--- src/rtl/uart_tx_frame.sv ---
// ---------------------------------------------------------------------------
// uart_tx_frame
//   UART transmitter. Serialises one parallel word per frame:
//   start bit (0), DATA_WIDTH data bits LSB first, optional parity bit,
//   stop bit(s) (1). The block runs on the baud-rate clock, so each frame
//   bit occupies exactly one clk cycle.
//
//   The parity convention matches the RX parity checker:
//     par_typ = 0 -> even parity (total number of ones incl. parity is even)
//     par_typ = 1 -> odd parity
//
// Configuration macro:
//   UART_TX_TWO_STOP_EN - when defined, the stop phase lasts two cycles
//                         (two stop bits). When undefined, one stop bit.
//
// Ports:
//   clk        in   baud-rate clock, rising edge
//   rst        in   asynchronous reset, active low
//   p_data     in   word to send, sampled together with data_valid
//   data_valid in   frame request, only accepted while busy = 0
//   par_en     in   1 = append a parity bit, sampled with data_valid
//   par_typ    in   0 = even, 1 = odd, sampled with data_valid
//   tx_out     out  serial line (registered), idles at 1
//   busy       out  registered, 1 while a frame is on the line
// ---------------------------------------------------------------------------
module uart_tx_frame #(
    parameter int DATA_WIDTH = 8
) (
    input  logic                  clk,
    input  logic                  rst,
    input  logic [DATA_WIDTH-1:0] p_data,
    input  logic                  data_valid,
    input  logic                  par_en,
    input  logic                  par_typ,
    output logic                  tx_out,
    output logic                  busy
);

    // Counter holds values 0..DATA_WIDTH, so it needs one bit more than
    // clog2(DATA_WIDTH); it never wraps inside a frame.
    localparam int CW = $clog2(DATA_WIDTH) + 1;
    localparam logic [CW-1:0] LAST_CNT = CW'(DATA_WIDTH);

    typedef enum logic [2:0] {
        IDLE   = 3'd0,
        START  = 3'd1,
        DATA   = 3'd2,
        PARITY = 3'd3,
        STOP   = 3'd4
    } state_t;

    state_t                  state_q,  state_d;
    logic [DATA_WIDTH-1:0]   shreg_q,  shreg_d;
    logic [CW-1:0]           cnt_q,    cnt_d;
    logic                    par_en_q, par_en_d;
    logic                    parity_q, parity_d;
    logic                    tx_q,     tx_d;
    logic                    busy_q,   busy_d;
`ifdef UART_TX_TWO_STOP_EN
    // Marks that the first of the two stop cycles has already been spent.
    logic                    stop2_q,  stop2_d;
`endif

    // -----------------------------------------------------------------------
    // State register
    // -----------------------------------------------------------------------
    always_ff @(posedge clk or negedge rst) begin
        if (!rst) begin
            state_q  <= IDLE;
            shreg_q  <= '0;
            cnt_q    <= '0;
            par_en_q <= 1'b0;
            parity_q <= 1'b0;
            tx_q     <= 1'b1;
            busy_q   <= 1'b0;
`ifdef UART_TX_TWO_STOP_EN
            stop2_q  <= 1'b0;
`endif
        end else begin
            state_q  <= state_d;
            shreg_q  <= shreg_d;
            cnt_q    <= cnt_d;
            par_en_q <= par_en_d;
            parity_q <= parity_d;
            tx_q     <= tx_d;
            busy_q   <= busy_d;
`ifdef UART_TX_TWO_STOP_EN
            stop2_q  <= stop2_d;
`endif
        end
    end

    // -----------------------------------------------------------------------
    // Next-state and next-output logic. tx_out and busy are registered, so
    // every value computed here appears on the pins one edge later; each
    // state therefore loads the line value of the *following* state.
    // -----------------------------------------------------------------------
    always_comb begin
        state_d  = state_q;
        shreg_d  = shreg_q;
        cnt_d    = cnt_q;
        par_en_d = par_en_q;
        parity_d = parity_q;
        tx_d     = tx_q;
        busy_d   = busy_q;
`ifdef UART_TX_TWO_STOP_EN
        stop2_d  = stop2_q;
`endif

        unique case (state_q)
            IDLE: begin
                tx_d   = 1'b1;
                busy_d = 1'b0;
                if (data_valid) begin
                    // Everything the frame needs is captured here so later
                    // input changes cannot disturb the frame in flight.
                    shreg_d  = p_data;
                    par_en_d = par_en;
                    parity_d = par_typ ? ~^p_data : ^p_data;
                    cnt_d    = '0;
                    tx_d     = 1'b0;
                    busy_d   = 1'b1;
                    state_d  = START;
                end
            end

            START: begin
                tx_d    = shreg_q[0];
                shreg_d = shreg_q >> 1;
                cnt_d   = CW'(1);
                state_d = DATA;
            end

            DATA: begin
                // cnt_q counts data bits already driven onto the line.
                if (cnt_q == LAST_CNT) begin
                    cnt_d = '0;
                    if (par_en_q) begin
                        tx_d    = parity_q;
                        state_d = PARITY;
                    end else begin
                        tx_d    = 1'b1;
                        state_d = STOP;
                    end
                end else begin
                    tx_d    = shreg_q[0];
                    shreg_d = shreg_q >> 1;
                    cnt_d   = cnt_q + CW'(1);
                end
            end

            PARITY: begin
                tx_d    = 1'b1;
                state_d = STOP;
            end

            STOP: begin
                tx_d = 1'b1;
`ifdef UART_TX_TWO_STOP_EN
                if (!stop2_q) begin
                    stop2_d = 1'b1;
                end else begin
                    stop2_d = 1'b0;
                    busy_d  = 1'b0;
                    state_d = IDLE;
                end
`else
                busy_d  = 1'b0;
                state_d = IDLE;
`endif
            end

            default: begin
                tx_d    = 1'b1;
                busy_d  = 1'b0;
                state_d = IDLE;
            end
        endcase
    end

    assign tx_out = tx_q;
    assign busy   = busy_q;

endmodule

--- config.mk ---
export PLATFORM = sky130hd
export DESIGN_NAME = uart_tx_frame
export DESIGN_NICKNAME = d
export VERILOG_FILES = /design/src/rtl/uart_tx_frame.sv
export SDC_FILE = /design/constraint.sdc
export NUM_CORES = 1
export LEC_CHECK = 0
export BUFFER_PORTS_ARGS = -buffer_cell sky130_fd_sc_hd__clkbuf_2
export CORE_ASPECT_RATIO = 1.2
export CORE_MARGIN = 4
export CORE_UTILIZATION = 60
export DETAILED_ROUTE_END_ITERATION = 10
export PLACE_DENSITY = 0.93
export SETUP_SLACK_MARGIN = 0.05
export SYNTH_ARGS = -nofsm -noshare
export SYNTH_HDL_FRONTEND = slang
export SYNTH_SLANG_ARGS = --single-unit
--- constraint.sdc ---
create_clock -name clk -period 4 [get_ports clk]
set_input_delay 0.2 -clock clk [delete_from_list [all_inputs] [get_ports clk]]
set_output_delay 0.2 -clock clk [all_outputs]
set_load 0.02 [all_outputs]
==> metrics.md <==
| Metric | Value |
|---|---|
| Status | `finished, final reports clean` |
| Final Hold Fails | `0` |
| Final setup TNS | `0 ns` |
| Slowest stage delay, CP | `0.54 ns` |
| Vias per cell | `5.93` |
| Overall Global Routing Usage | `0.175` |
| Post-synth EDFFs | `0` |
| Post-Syn Nets | `121` |
| Setup violators final | `0` |
| PortBufs | `14` |
| Rel. slew slack | `0.585` |
| PD cells | `731 mW/mm2` |
| Largest net degree at the start of global routing | `20` |
| Vias | `807` |
| First-pass GRT wire length | `3440 um` |
| Area growth syn-to-layout | `6.47%` |
| Yosys warnings | `0` |
| Die width | `47.5 um` |
| Crit path DAT | `2.13 ns` |
| Period minus WS final | `1.93 ns` |
| Max Fclk | `517 MHz` |
| H-Tree Depth | `1` |
| Max Cap Viol | `0` |
| RR Startpoint | `cnt_q[0]` |
| Initial antenna violation count | `0` |
| CP Capture Type | `flop` |
| Nets | `134` |
| Max-slew violations | `0` |
| VDD IR max | `418 uV` |
| Leakage | `0.000544 uW` |
| Grt total ovfl | `0` |
| CTS Buffer Depth | `2` |
| Async SR Flop Fraction | `1.00` |
| Placer Congestion | `0.856` |
| Root Driver | `clkbuf_4` |
| ANT nets after route | `0` |
| Crit-path slowest cell | `or4_4` |
| Startpoint types | `flop` |
| Placement Cell Area | `0.00116 mm2` |
| Worst path cell trace | `inv_1 > ha_1 > nand3b_4 > or4_4 > nand2_1 > mux2_2` |
| FP Rows | `16` |
| Worst Skew | `0.00709 ns` |
| Mean Syn Cell Area | `10.6 um2` |
| Core Footprint | `0.00170 mm2` |
| Cell count after synthesis | `106` |
| Hpwl dp | `1470 um` |
| Cell area after layout | `0.00119 mm2` |
| CTS tree | `built` |
| Clock slew at reported path FFs | `0.10 ns` |
| CTS Sinks | `19` |
| Worst R2R Path Depth | `6` |
| Placed cells | `131` |
| Worst setup path startpoint | `cnt_q[0]` |
| # diodes | `0` |
| DRT Wirelength | `1930 um` |
| Worst Path Max Fanout | `16` |
| Fillers | `123` |
| Critical path required time | `4.19 ns` |
| Final clock period utilization by the worst path | `0.484` |
| Worst Setup EP | `shreg_q[7]` |
| Post-synthesis cell area | `0.00112 mm2` |
| Post-CTS sizing | `0` |
| Crit Reg-Reg Endpoint | `shreg_q[7]` |
| Vias in the first global route | `805` |
| Worst min path class | `primary input to flop` |
| DIE HEIGHT | `55.4 um` |
| Layout cells sized above 1 | `0.229` |
| Pre-CTS WS | `2.08 ns` |
| Delay-heaviest family, CP | `simple AND/OR/NAND/NOR gates` |
| Worst Path Buf+Inv | `1` |
| Setup Buffers After CTS | `0` |
| Hold-fix buffers, CTS | `1` |
| Synthesized flop and latch total | `19` |
| WP depth | `6` |
| Reg-to-reg setup timing slack | `2.07 ns` |
| Worst skew pair latency | `0.30 ns` |
| Most used flip-flop cell after synthesis | `dfrtp_1` |
| Die Area | `0.00263 mm2` |
| Netlist cell types | `36` |
| Setup repair after global routing missed its margin | `no` |
| Routed wire per std cell | `14.2 um` |
| Critical path class | `flop to flop` |
| # IOs | `15` |
| Post-Layout Cell Count | `136` |
| Initial Util | `0.659` |
| Drt drc | `0` |
| Worst-margin pin slew | `0.622 ns` |
| Total CTS buffers | `3` |
| Initial DRT Pass Iterations | `4` |
| Seq/Total Area, Yosys | `0.425` |
| Final WS setup | `2.07 ns` |
| Starting DRT DRC Count | `21` |
final cells by class:
class                           instances  area, um2  area share
Inverter                                5       18.8      0.0157
Multi-Input combinational cell         75        569       0.477
Sequential cell                        19        477       0.399
Timing Repair Buffer                   15       80.1      0.0671
Tap cell                               18       22.5      0.0189
Clock buffer                            4       26.3      0.0220
worst min-delay path by stage:
stage	depth (start not counted)	start	slack [ns]	endpoint
3_3_place_gp	1	rst	0.17	cnt_q[3]
6_report	2	par_en	0.13	par_en_q
3_5_place_dp	1	rst	0.17	cnt_q[3]
4_1_cts	2	par_en	0.13	par_en_q
2_1_floorplan	0	rst	-0.1	busy
5_1_grt	2	par_en	0.13	par_en_q
synth_stat cells (2+ instances only):
master     n  area share
a211oi_1   2       0.013
nor2b_1    5       0.028
dfrtp_1   18        0.40
a21oi_1    9       0.040
o22ai_1    3       0.017
ha_1       2       0.022
buf_4      2       0.013
mux2i_1    8       0.071
a31oi_1    7       0.039
nor2_1     3       0.010
nand2_1    4       0.013
inv_1      4       0.013
and3_1     2       0.011
mux2_2     3       0.030
nand3_1    2      0.0089
buf_2      3       0.013
o21ai_0    3       0.013
a21oi_2    2       0.016
xnor2_1    6       0.047
nor3b_1    2       0.013
registers in the layout, indices dropped and copies added (netlist names):
name      flops
shreg_q       8
cnt_q         4
state_q       3
busy          1
par_en_q      1
parity_q      1
tx_out        1
power by group:
part	switching, uW	internal, uW
registers	87.3	282
clock network	56.0	38.8
logic	214	194
total	357	515
metrics by stage:
stage                     total power, uW  hold WS [ns]  utilization
after floorplan                       714       -0.0956            -
after global placement                762         0.171        0.680
after detailed placement              784         0.168        0.680
after CTS                             879         0.132        0.701
after global routing                  949         0.134        0.701
final                                 872         0.132        0.701
cell usage in the layout (no fill, tap or decap), types with 4 or more instances in the layout:
cell       n
clkbuf_2  14
mux2i_1    8
a31oi_1    7
nor2b_1    5
a21oi_1    9
inv_1      4
xnor2_1    6
nand2_1    4
dfrtp_1   18
logic make-up after synthesis:
family                   synth area share
AO/OA/AOI/OAI                       0.181
buffers and inverters              0.0669
AND/OR/NAND/NOR                     0.128
flip-flops                          0.425
XOR/XNOR                           0.0748
adder cells (fa/ha/maj)            0.0223
multiplexers                        0.102
per-layer routing:
layer | global-route usage | vias to the layer above | part of all wire
li1 | - | 415 | -
met1 | 0.249 | 373 | 0.44
met2 | 0.261 | 15 | 0.51
met3 | 0.0227 | 4 | 0.040
met4 | 0.0711 | 0 | 0.015
met5 | 0 | - | 0
No activity file was read; power rests on OpenSTA's default activity.
